$ cat src/rtl/j1_boot_pkg.sv
// Shared definitions for the j1 boot loader: state encoding, magic byte
// and default program RAM address width.
package j1_boot_pkg;

   localparam int         ADDR_W_DEF = 14;
   localparam logic [7:0] BOOT_MAGIC = 8'hA5;

   typedef enum logic [2:0] {
      WAIT_MAGIC = 3'd0,
      LEN_HI     = 3'd1,
      LEN_LO     = 3'd2,
      DATA       = 3'd3,
      CSUM       = 3'd4,
      DONE       = 3'd5,
      ERR        = 3'd6
   } boot_state_e;

endpackage

$ cat src/rtl/j1_boot_timeout.sv
// Loadable down-counter; expired_o flags a count of zero while enabled and
// no reload is requested in the same cycle.
module j1_boot_timeout #(
   parameter int W = 20
) (
   input  logic         clk_i,
   input  logic         rst_i,
   input  logic         load_i,
   input  logic [W-1:0] load_val_i,
   input  logic         en_i,
   output logic         expired_o
);

   logic [W-1:0] cnt_q;
   logic [W-1:0] cnt_d;

   always_comb begin
      cnt_d = cnt_q;
      if (load_i) begin
         cnt_d = load_val_i;
      end else if (en_i && (cnt_q != '0)) begin
         cnt_d = cnt_q - 1'b1;
      end
   end

   always_ff @(posedge clk_i) begin
      if (rst_i) begin
         cnt_q <= '0;
      end else begin
         cnt_q <= cnt_d;
      end
   end

   assign expired_o = en_i && !load_i && (cnt_q == '0);

endmodule

$ cat src/rtl/j1_boot_ctrl.sv
// Byte-stream boot loader for the j1 core: magic, big-endian word count,
// MSB-first 32-bit words, XOR checksum; holds the core in reset until done.
//
// Handshake: a byte transfers on any rising edge where rx_valid and rx_ready
// are both 1; rx_ready depends only on the current state and the source may
// present a new byte every cycle.
module j1_boot_ctrl
   import j1_boot_pkg::*;
#(
   parameter int ADDR_W  = ADDR_W_DEF,
   parameter int TIMEOUT = 1000000
) (
   input  logic              sys_clk_i,
   input  logic              sys_rst_i,
   input  logic [7:0]        rx_data,
   input  logic              rx_valid,
   output logic              rx_ready,
   output logic              ram_we,
   output logic [ADDR_W-1:0] ram_addr,
   output logic [31:0]       ram_wdata,
   output logic              cpu_rst_o,
   output logic              boot_done,
   output logic              boot_err,
   output boot_state_e       state_o
);

   localparam int TW = (TIMEOUT > 1) ? $clog2(TIMEOUT + 1) : 1;

   boot_state_e       state_q, state_d;
   logic [15:0]       len_q, len_d;
   logic [7:0]        csum_q, csum_d;
   logic [1:0]        bidx_q, bidx_d;
   logic [15:0]       widx_q, widx_d;
   logic [23:0]       shift_q, shift_d;
   logic              ram_we_q, ram_we_d;
   logic [ADDR_W-1:0] ram_addr_q, ram_addr_d;
   logic [31:0]       ram_wdata_q, ram_wdata_d;
   logic              cpu_rst_q, cpu_rst_d;
   logic              boot_done_q, boot_done_d;
   logic              boot_err_q, boot_err_d;

   logic              accept;
   logic              tmo_en;
   logic              tmo_exp;
   logic [15:0]       n_word;
   logic              len_bad;
   logic              last_word;

   assign rx_ready  = (state_q != DONE);
   assign accept    = rx_valid && rx_ready;
   assign tmo_en    = (state_q == LEN_HI) || (state_q == LEN_LO) ||
                      (state_q == DATA)   || (state_q == CSUM);
   assign n_word    = {len_q[15:8], rx_data};
   assign len_bad   = (n_word == 16'd0) || (32'(n_word) > (32'd1 << ADDR_W));
   assign last_word = (widx_q == (len_q - 16'd1));

   // Reloaded on every accepted byte and while idle, so each active state
   // starts with a full inter-byte budget.
   j1_boot_timeout #(
      .W(TW)
   ) u_timeout (
      .clk_i      (sys_clk_i),
      .rst_i      (sys_rst_i),
      .load_i     (accept || !tmo_en),
      .load_val_i (TW'(TIMEOUT - 1)),
      .en_i       (tmo_en),
      .expired_o  (tmo_exp)
   );

   always_comb begin
      state_d     = state_q;
      len_d       = len_q;
      csum_d      = csum_q;
      bidx_d      = bidx_q;
      widx_d      = widx_q;
      shift_d     = shift_q;
      ram_we_d    = 1'b0;
      ram_addr_d  = ram_addr_q;
      ram_wdata_d = ram_wdata_q;
      boot_err_d  = boot_err_q;

      case (state_q)
         WAIT_MAGIC, ERR: begin
            state_d = WAIT_MAGIC;
            if (accept && (rx_data == BOOT_MAGIC)) begin
               state_d    = LEN_HI;
               boot_err_d = 1'b0;
               csum_d     = 8'd0;
               bidx_d     = 2'd0;
               widx_d     = 16'd0;
            end
         end
         LEN_HI: begin
            if (accept) begin
               len_d   = {rx_data, len_q[7:0]};
               state_d = LEN_LO;
            end else if (tmo_exp) begin
               state_d = ERR;
            end
         end
         LEN_LO: begin
            if (accept) begin
               len_d   = n_word;
               state_d = len_bad ? ERR : DATA;
            end else if (tmo_exp) begin
               state_d = ERR;
            end
         end
         DATA: begin
            if (accept) begin
               csum_d  = csum_q ^ rx_data;
               bidx_d  = bidx_q + 2'd1;
               shift_d = {shift_q[15:0], rx_data};
               if (bidx_q == 2'd3) begin
                  ram_we_d    = 1'b1;
                  ram_addr_d  = widx_q[ADDR_W-1:0];
                  ram_wdata_d = {shift_q, rx_data};
                  widx_d      = widx_q + 16'd1;
                  if (last_word) begin
                     state_d = CSUM;
                  end
               end
            end else if (tmo_exp) begin
               state_d = ERR;
            end
         end
         CSUM: begin
            if (accept) begin
               state_d = (rx_data == csum_q) ? DONE : ERR;
            end else if (tmo_exp) begin
               state_d = ERR;
            end
         end
         DONE: begin
            state_d = DONE;
         end
         default: begin
            state_d = WAIT_MAGIC;
         end
      endcase

      if (state_d == ERR) begin
         boot_err_d = 1'b1;
      end
      cpu_rst_d   = (state_d != DONE);
      boot_done_d = (state_d == DONE);
   end

   // Reset wins over a write computed in the same cycle, cancelling it.
   always_ff @(posedge sys_clk_i) begin
      if (sys_rst_i) begin
         state_q     <= WAIT_MAGIC;
         len_q       <= 16'd0;
         csum_q      <= 8'd0;
         bidx_q      <= 2'd0;
         widx_q      <= 16'd0;
         shift_q     <= 24'd0;
         ram_we_q    <= 1'b0;
         ram_addr_q  <= '0;
         ram_wdata_q <= 32'd0;
         cpu_rst_q   <= 1'b1;
         boot_done_q <= 1'b0;
         boot_err_q  <= 1'b0;
      end else begin
         state_q     <= state_d;
         len_q       <= len_d;
         csum_q      <= csum_d;
         bidx_q      <= bidx_d;
         widx_q      <= widx_d;
         shift_q     <= shift_d;
         ram_we_q    <= ram_we_d;
         ram_addr_q  <= ram_addr_d;
         ram_wdata_q <= ram_wdata_d;
         cpu_rst_q   <= cpu_rst_d;
         boot_done_q <= boot_done_d;
         boot_err_q  <= boot_err_d;
      end
   end

   assign ram_we    = ram_we_q;
   assign ram_addr  = ram_addr_q;
   assign ram_wdata = ram_wdata_q;
   assign cpu_rst_o = cpu_rst_q;
   assign boot_done = boot_done_q;
   assign boot_err  = boot_err_q;
   assign state_o   = state_q;

endmodule

$ cat config.mk
export PLATFORM = sky130hd
export DESIGN_NAME = j1_boot_ctrl
export DESIGN_NICKNAME = d
export VERILOG_FILES = /design/src/rtl/j1_boot_pkg.sv /design/src/rtl/j1_boot_timeout.sv /design/src/rtl/j1_boot_ctrl.sv
export SDC_FILE = /design/constraint.sdc
export NUM_CORES = 1
export LEC_CHECK = 0
export CAP_MARGIN = 20
export CORE_MARGIN = 5
export CORE_UTILIZATION = 45
export DETAILED_ROUTE_END_ITERATION = 6
export HOLD_SLACK_MARGIN = 0.15
export PLACE_DENSITY = 0.66
export SETUP_SLACK_MARGIN = 0.2
export SLEW_MARGIN = 15
export SYNTH_ARGS = -nofsm -noshare
export SYNTH_HDL_FRONTEND = slang
export SYNTH_SLANG_ARGS = --single-unit
$ cat constraint.sdc
create_clock -name sys_clk_i -period 3 [get_ports sys_clk_i]
set_input_delay 0.45 -clock sys_clk_i [delete_from_list [all_inputs] [get_ports sys_clk_i]]
set_output_delay 0.45 -clock sys_clk_i [all_outputs]
set_load 0.05 [all_outputs]
==> run_results.csv <==
group,metric,value,unit
clock_network,cts_sinks,139,
critical_path,crit_path_start_kind,"flip-flop",
synthesis,synth.net_count,833,
clock_network,cts_buffers,17,
synthesis,muxShareOfSynthArea,0.001775,
timing,finalCritPeriodShare,0.9418,
clock_network,htree_levels,4,
detailed_routing,remaining_drc_errors,2,
synthesis,synth-xor-area-share,0.08144,
synthesis,yosysTopAreaCellShare,0.4386,
die,die_area,0.01657,mm²
critical_path,crit_type,"flip-flop to flip-flop",
synthesis,synth-seq-cells,139,
critical_path,cp_max_fo,6,
final_layout,drive_above_1_share,0.1496,
clock_network,cts.clk_slew.worst_paths,60,ps
final_layout,num_antenna_cells,0,
synthesis,synth_top_family_by_area,"simple AND/OR/NAND/NOR gates",
clock_network,cts-root-buf,"clkbuf_16",
status,violations,"design-rule violations",
clock_network,insertion_delay,420,ps
detailed_routing,via_per_inst,5.497,
critical_path,startpoint,"len_q[0]",
timing,hold_slack,450.5,ps
die,ios,65,
synthesis,ys_top_cells_by_count,"nand2_1 (194), dfxtp_1 (139), a21oi_1 (119), clkbuf_1 (58), nor2_1 (52)",
global_route,grt_first_pass_wirelength,27.71,mm
global_route,grt.met1_usage,0.2539,
clock_network,cts_max_path_buffers,2,
final_layout,fin_nets,915,
final_layout,area_growth,30.47,%
global_route,grt_pass1_vias,5751,
critical_path,cp.required,3300,ps
critical_path,end_kind,"flip-flop",
timing,fin_skew,9.554,ps
critical_path,cpPeakStageDelay,520,ps
die,coreArea,0.01388,mm²
synthesis,syn_area,0.006345,mm²
critical_path,rrSetupSlack,170,ps
critical_path,r2r-start,"len_q[0]",
detailed_routing,drtIter0Drc,464,
detailed_routing,wire_per_inst,15.60,µm
timing,max_freq,0.3539,GHz
timing,hold_viol,0,
timing,worst_pin_slew,832.2,ps
detailed_routing,final_antenna_net_count,0,
critical_path,cp-endpoint,"cpu_rst_o",
critical_path,reg2reg_to,"cpu_rst_o",
timing,slew_headroom,0.4409,
global_route,grtUsageMet3,0.04400,
synthesis,synth_compound_area_frac,0.1528,
synthesis,synth_simple_gate_area_frac,0.2674,
hold_path,hold_path_class,"flip-flop to flip-flop",
synthesis,ys_types,57,
timing,setup_violations,0,
synthesis,async_flop_share,0,
synthesis,synthAdderAreaFrac,0.01183,
critical_path,critPathSlowestCell,"or4b_1",
detailed_routing,vias,5986,
timing,period_minus_slack,2826,ps
detailed_routing,drt_pre_antenna_iters,7,
synthesis,yosysMostFrequentCell,"nand2_1",
die,initial_core_util,0.4571,
pwr,p_per_area,495.9,mW/mm²
detailed_routing,finalWirelength,16.99,mm
critical_path,worst_r2r_path_depth,10,
global_route,grt_overflow_total,0,
global_route,use_met2,0.3439,
global_route,gr-max-usage-layer,"met2",
die,dieHeight,128.7,µm
die,fp-row-count,43,
die,die_width,128.7,µm
synthesis,yosysSeqAreaShare,0.4386,
timing,rsz0062_at_grt,"yes",
global_route,grt_max_degree,79,
synthesis,syn_avg_cell_area,7.776,µm²
global_route,grt_usage,0.2053,
clock_network,postCtsHoldBufs,0,
global_route,antenna_found_initial,0,
pwr,power_leakage,2.890,nW
synthesis,synth_top_area_cell,"dfxtp_1",
flow_run,maxCapViolations,0,
hold_path,worstHoldPathCells,2,
synthesis,synthTopCellsByArea,"dfxtp_1 (44%), nand2_1 (11%), a21oi_1 (9.4%), xnor2_1 (4.8%), clkbuf_1 (3.4%)",
synthesis,syn_inst,816,
timing,slew_violations,0,
critical_path,path_cells,"inv_1, ha_1, buf_4, o21bai_1, a211oi_2, o21ai_1, a211o_1, nor4b_4, a21boi_2, or4b_1",
pwr,ir_drop,0.3432,mV
placed_design,portBuffers,64,
placed_design,hpwlAfterDp,11.68,mm
synthesis,ys.flop_type,"dfxtp_1",
placed_design,dp_cells,1047,
synthesis,synth_edf_count,0,
placed_design,gp_congestion,0.8892,
critical_path,crit_arrival,3120,ps
status,run_status,"finished with violations",
synthesis,synth_warnings,0,
final_layout,stdcell_count,1089,
clock_network,cts_tree,"done",
report_power, final:
part           total, W  leakage, nW  switching (W)  internal (W)
Combinational  0.000115         1.48      0.0000731     0.0000421
Clock           0.00213        0.282       0.000782       0.00135
Sequential      0.00186         1.13     0.00000808       0.00185
registers in the layout, indices dropped and copies added (netlist names):
| name | count |
|---|---|
| ram_we | 1 |
| shift_q | 24 |
| bidx_q | 2 |
| u_timeout.cnt_q | 20 |
| widx_q | 16 |
| state_o | 3 |
| boot_err | 1 |
| len_q | 16 |
| ram_addr | 14 |
| csum_q | 8 |
| boot_done | 1 |
| ram_wdata | 32 |
| cpu_rst_o | 1 |
area by class of cell:
class | instances | area (µm²)
fillers | 1233 | 5603
flip-flops and latches | 139 | 2801
multi-input cells | 602 | 3462
repair buffers | 126 | 1145
clock buffers | 21 | 460.4
well taps | 180 | 225.2
clock inverters | 9 | 138.9
inverters | 12 | 45.04
worst min path at each step:
stage	from	endpoint	slack [ps]
detailed placement	ram_wdata[16]	ram_wdata[16]	450
global placement	ram_addr[8]	ram_addr[8]	440
finish	shift_q[22]	ram_wdata[30]	450
global route	ram_wdata[16]	ram_wdata[16]	470
floorplan	shift_q[16]	ram_wdata[24]	430
CTS	shift_q[22]	ram_wdata[30]	450
metrics by stage:
stage / util / setup WS, ps / setup TNS [ps] / power [W] / area [µm²]
final: 0.5964 / 174.5 / 0 / 0.004105 / 8278
after global routing: 0.5964 / 88.93 / 0 / 0.004231 / 8278
after CTS: 0.5832 / 203.2 / 0 / 0.004131 / 8095
after detailed placement: 0.5325 / -169.8 / -1629 / 0.002014 / 7392
after global placement: 0.5325 / -143.1 / -155.9 / 0.002012 / 7392
after floorplan: - / 154.7 / 0 / 0.001968 / 6355
worst max-delay path, delay by kind of cell, from the launching register on:
| family | cells | cell delay, ps |
|---|---|---|
| buf+inv | 2 | 210 |
| simple gates | 2 | 910 |
| flops | 1 | 360 |
| fa+ha+maj | 1 | 200 |
| compound gates | 5 | 1010 |
placed cells by master, fill, tap and decap left out, types with 7 or more instances in the layout:
master / n
inv_1: 12
or4_4: 8
nand4_1: 16
nand2_1: 194
nor3_1: 13
clkbuf_16: 17
clkdlybuf4s50_1: 63
xnor2_1: 34
dfxtp_1: 132
buf_4: 59
nand3_1: 10
nor2_1: 50
and3_1: 7
o21ai_0: 17
a21oi_1: 119
xor2_1: 24
nand3b_1: 11
nor4_1: 9
logic make-up after synthesis:
family / after synthesis
AO/OA/AOI/OAI: 172
XOR/XNOR: 59
adder cells (fa/ha/maj): 6
buffers and inverters: 75
flip-flops: 139
multiplexers: 1
AND/OR/NAND/NOR: 364
repair_timing:
| item | 4_1_cts | 5_1_grt |
|---|---|---|
| gates cloned | 0 | 0 |
| setup buffers | 5 | 7 |
| resized for setup | 18 | 28 |
| pin swaps | 5 | 15 |
| endpoints found under the setup margin | 4 | 31 |
routing by layer:
metal	up-vias	share of wire
li1	2947	-
met1	2831	0.44
met2	170	0.49
met3	38	0.042
met4	0	0.025
met5	-	0
(Power assumes the default switching activity.)
